[config.mk]
export PLATFORM = sky130hd
export DESIGN_NAME = key_code_arbiter
export DESIGN_NICKNAME = d
export VERILOG_FILES = /design/src/rtl/key_code_arbiter.sv
export SDC_FILE = /design/constraint.sdc
export NUM_CORES = 1
export LEC_CHECK = 0
export ABC_AREA = 1
export BUFFER_PORTS_ARGS = -buffer_cell sky130_fd_sc_hd__clkbuf_2
export CORE_UTILIZATION = 25
export DETAILED_ROUTE_END_ITERATION = 16
export PLACE_DENSITY = 0.4
export SLEW_MARGIN = 15
export SYNTH_ARGS = -nofsm -noshare
export SYNTH_HDL_FRONTEND = slang
export SYNTH_SLANG_ARGS = --single-unit
export TNS_END_PERCENT = 30
[constraint.sdc]
create_clock -name clock -period 3.5 [get_ports clock]
set_clock_uncertainty 0.1 [all_clocks]
set_input_delay 1.05 -clock clock [delete_from_list [all_inputs] [get_ports clock]]
set_output_delay 1.05 -clock clock [all_outputs]
set_load 0.05 [all_outputs]
[src/rtl/key_code_arbiter.sv]
// Arbitrates one synth key-code channel between a live keyboard (source 0) and demo players,
// inserting a forced release gap between owners and ending silent grants by timeout.
module key_code_arbiter #(
  parameter int NUM_SRC      = 3,
  parameter int GAP_CYCLES   = 16,
  parameter int IDLE_TIMEOUT = 255
) (
  input  logic                       clock,
  input  logic                       reset,
  input  logic [NUM_SRC-1:0]         req,
  input  logic [8*NUM_SRC-1:0]       src_code,
  output logic [NUM_SRC-1:0]         run,
  output logic [7:0]                 key_code,
  output logic [$clog2(NUM_SRC)-1:0] grant_id,
  output logic                       busy,
  output logic [NUM_SRC-1:0]         done
);

  localparam int GW  = $clog2(NUM_SRC);
  localparam int GCW = (GAP_CYCLES > 1) ? $clog2(GAP_CYCLES) : 1;
  localparam logic [7:0] RELEASE = 8'hf0;

  typedef enum logic [1:0] {ST_IDLE, ST_GRANT, ST_GAP} state_t;

  state_t             state_reg;
  logic [GW-1:0]      last_rr_reg;
  logic [7:0]         idle_cnt_reg;
  logic [GCW-1:0]     gap_cnt_reg;
  logic [NUM_SRC-1:0] blocked_reg;

  logic [7:0]         code_arr [NUM_SRC];
  logic [NUM_SRC-1:0] eligible;
  logic               any_elig;
  logic [GW-1:0]      winner;
  logic [7:0]         cur_code;
  logic               cur_release;
  logic               req_drop;
  logic               timeout_hit;
  logic               preempt;
  logic               grant_exit;
  logic [NUM_SRC-1:0] owner_mask;
  logic [NUM_SRC-1:0] timeout_mask;

  generate
    for (genvar gi = 0; gi < NUM_SRC; gi++) begin : g_unpack
      assign code_arr[gi] = src_code[8*gi +: 8];
    end
  endgenerate

  assign eligible    = req & ~blocked_reg;
  assign cur_code    = code_arr[grant_id];
  assign cur_release = (cur_code == RELEASE);
  assign owner_mask  = NUM_SRC'(1) << grant_id;

  assign req_drop     = ~req[grant_id];
  // Counter holds the f0 cycles already seen, so this cycle is the IDLE_TIMEOUT-th one.
  assign timeout_hit  = cur_release && (idle_cnt_reg == 8'(IDLE_TIMEOUT - 1));
  assign preempt      = (grant_id != '0) && req[0] && cur_release;
  assign grant_exit   = req_drop || timeout_hit || preempt;
  assign timeout_mask = (state_reg == ST_GRANT && timeout_hit) ? owner_mask : '0;

  // Keyboard has absolute priority; demo players rotate starting after the last demo owner.
  always_comb begin
    int            idx;
    logic [GW-1:0] idx_v;
    any_elig = 1'b0;
    winner   = '0;
    idx      = 0;
    idx_v    = '0;
    if (eligible[0]) begin
      any_elig = 1'b1;
    end else begin
      for (int k = 0; k < NUM_SRC - 1; k++) begin
        idx = int'(last_rr_reg) + 1 + k;
        if (idx >= NUM_SRC) idx = idx - (NUM_SRC - 1);
        idx_v = GW'(idx);
        if (!any_elig && eligible[idx_v]) begin
          any_elig = 1'b1;
          winner   = idx_v;
        end
      end
    end
  end

  always_ff @(posedge clock) begin
    if (reset) begin
      state_reg    <= ST_IDLE;
      run          <= '0;
      key_code     <= RELEASE;
      grant_id     <= '0;
      busy         <= 1'b0;
      done         <= '0;
      last_rr_reg  <= '0;
      idle_cnt_reg <= '0;
      gap_cnt_reg  <= '0;
      blocked_reg  <= '0;
    end else begin
      done <= timeout_mask;
      // A dropped request always unblocks, even in the same cycle as a timeout.
      blocked_reg <= (blocked_reg | timeout_mask) & req;
      case (state_reg)
        ST_IDLE: begin
          key_code <= RELEASE;
          run      <= '0;
          if (any_elig) begin
            state_reg    <= ST_GRANT;
            run          <= NUM_SRC'(1) << winner;
            grant_id     <= winner;
            busy         <= 1'b1;
            idle_cnt_reg <= '0;
            if (winner != '0) last_rr_reg <= winner;
          end
        end
        ST_GRANT: begin
          if (grant_exit) begin
            state_reg    <= ST_GAP;
            run          <= '0;
            key_code     <= RELEASE;
            gap_cnt_reg  <= '0;
            idle_cnt_reg <= '0;
          end else begin
            key_code <= cur_code;
            if (!cur_release)
              idle_cnt_reg <= '0;
            else if (idle_cnt_reg < 8'(IDLE_TIMEOUT))
              idle_cnt_reg <= idle_cnt_reg + 8'd1;
          end
        end
        ST_GAP: begin
          key_code <= RELEASE;
          run      <= '0;
          if (gap_cnt_reg == GCW'(GAP_CYCLES - 1)) begin
            state_reg <= ST_IDLE;
            busy      <= 1'b0;
          end else begin
            gap_cnt_reg <= gap_cnt_reg + GCW'(1);
          end
        end
        default: begin
          state_reg <= ST_IDLE;
          run       <= '0;
          key_code  <= RELEASE;
          busy      <= 1'b0;
        end
      endcase
    end
  end

endmodule
==> flow_summary.toml <==
[cts]
cts_hold_buf = 0
cts_tree = "done"
clkTransAtPathRegs_ns = 0.08
numCtsBuffers = 5
post_cts_resized = 0
postCtsSetupRepairBufs = 0
insertion_delay_ns = 0.29
cts-root-buf = "clkbuf_8"
cts_buffer_depth = 2
cts_num_sinks = 36
htree_levels = 2

[status]
status = "finished clean"

[placed_design]
io_buffers = 45
dp_hpwl_um = 3778
gp_congestion = 0.7343
placed_area_um2 = 2251

[global_route]
grt_max_degree = 19
grt_overflow = 0
grt_pass1_wl_um = 8645
grt_util_all_layers = 0.1310
grt_antenna_before_repair = 0
grt_pass1_vias = 1870

[worst_setup_path]
path_depth = 1
critPathMaxStageDelay_ns = 0.66
cp.arrival_ns = 1.33
startpoint_type = "flip-flop"
cp_slowest_cell = "dfxtp_1"
crit_path_cell_trace = "clkbuf_2"
crit_family = "flip-flops"
critPathKind = "reg2out"
crit_buf_inv = 1
rr_worst_depth = 12
worstPathMaxFanout = 12
crit_path_end_kind = "output pin"
cp.required_ns = 2.35

[synth]
synth.yosys.seq_area_share = 0.3690
synth-compound-area-share = 0.05894
synthSimpleGateAreaFrac = 0.4151
ys_warn_count = 0
synthXorXnorAreaFrac = 0.03587
syn_avg_cell_area_um2 = 7.077
synth_top_family_by_area = "simple AND/OR/NAND/NOR gates"
synthMuxAreaShare = 0
netlist_instances = 276
yosys.area_share.adder = 0.01922
ys_seq_elements = 36
synth-edff-count = 0
syn_area_um2 = 1953
synth_cell_types = 28
ys_async_sr_fraction = 0
synthFlopType = "dfxtp_1"
syn-num-nets = 308

[job]
maxCapViolCount = 0

[routing]
post-route-drc-count = 0
vias = 1900
routed_wl_um = 5009
drtPass1Iterations = 4
drtIter0Drc = 67
viasPerCell = 4.513
wl_per_cell_um = 11.90
ant_nets = 0

[cells_and_area]
nFillCells = 866
antenna_cells = 0
area_growth_pct = 19.73
stdcell_area_um2 = 2338
final_nets = 353
layout-drive-gt1-share = 0.2329

[pwr]
power_density_nw_per_um2 = 612.6
power.leakage_nw = 1.160
peakVddDrop_uv = 184.8

[floorplan]
initial_core_util = 0.2636
core_um2 = 7408
core.rowCount = 31
io_pins = 46
die-area_um2 = 8170
die_y_um = 90.39
fp.dieW_um = 90.39

[timing]
slew_violations = 0
clock.fmax_mhz = 403.3
finalSetupTns_ns = 0
timing.final.crit_share = 0.7084
relSlewSlack = 0.6204
worst_pin_slew_ns = 0.5688
finalHoldViolCount = 0
rsz0062_at_grt = "false"
finalSetupViolations = 0
timing.final.crit_period_ns = 2.479

[hold_path]
min_delay_path_depth = 2
worstHoldPathType = "reg2reg"
cell type report:
class | count | area, µm² | share of cell area
clock inverters | 3 | 18.77 | 0.008026
repair buffers | 46 | 232.7 | 0.09952
inverters | 36 | 140.1 | 0.05992
clock buffers | 5 | 68.82 | 0.02943
well taps | 99 | 123.9 | 0.05297
flip-flops and latches | 36 | 720.7 | 0.3082
multi-input cells | 196 | 1033 | 0.4419
layout by cell type (no fill, tap or decap), drive strengths merged:
| cell | n |
|---|---|
| clkinv | 4 |
| nor3b | 5 |
| o21ai | 4 |
| a21oi | 13 |
| clkbuf | 50 |
| xor2 | 8 |
| ha | 3 |
| nor3 | 2 |
| nor2 | 40 |
| nand4 | 11 |
| inv | 35 |
| nand2 | 67 |
| dfxtp | 36 |
| o31ai | 4 |
| buf | 1 |
| nand3 | 39 |
final timing paths:
| check | start | to | slack, ns |
|---|---|---|---|
| max | grant_id[0] | grant_id[0] | 1.02 |
| min | run[2] | run[2] | 0.35 |
| min reg2reg | run[2] | run[2] | 0.35 |
| max reg2reg | grant_id[0] | idle_cnt_reg[3] | 1.11 |
power by group:
| part | switching (mW) | internal, mW |
|---|---|---|
| Clock | 0.159 | 0.139 |
| Sequential | 0.0705 | 0.482 |
| Combinational | 0.402 | 0.180 |
routing by layer:
layer | share of wire | wire length, µm | GRT usage | vias to the layer above
met3 | 0.057 | 288 | 0.03367 | 7
li1 | - | - | - | 977
met4 | 0.015 | 74 | 0.04839 | 0
met2 | 0.45 | 2238 | 0.2239 | 58
met5 | 0 | 0 | 0 | -
met1 | 0.48 | 2408 | 0.1573 | 858
stage by stage:
step	instances	util	worst slack (ns)	total power, mW	hold WS, ns
after floorplan	276	-	1.279	1.018	0.3259
after global placement	413	0.3038	0.8858	1.155	0.3321
after detailed placement	413	0.3038	0.8880	1.152	0.3361
after CTS	421	0.3157	1.008	1.458	0.3488
after global routing	421	0.3157	0.8638	1.560	0.3771
final	421	0.3157	1.021	1.433	0.3495
cells by family (layout without fill, tap and decap cells):
kind of cell               Yosys count  count (layout)
DFF                                 36              36
buffers and inverters               44              90
adders and majority gates            3               3
xor gates and xnor gates             8               8
and+or+nand+nor                    164             164
AOI/OAI and AO/OA                   21              21
synth_stat cells (2+ instances only):
cell	instances	area, µm²
a21oi_1	13	65.06
buf_2	2	10.01
buf_6	3	33.78
clkbuf_1	2	7.510
dfxtp_1	36	720.7
ha_1	3	37.54
inv_1	30	112.6
inv_2	3	11.26
inv_4	2	12.51
nand2_1	62	232.7
nand2_2	3	18.77
nand2_4	2	22.52
nand3_1	34	170.2
nand3_2	5	50.05
nand4_1	10	62.56
nor2_1	36	135.1
nor2_2	3	18.77
nor3_1	2	10.01
nor3b_1	4	30.03
o21ai_0	2	10.01
o21ai_1	2	10.01
o31ai_1	4	30.03
xor2_1	8	70.07
Note: power is estimated with default switching activity, not from simulation.
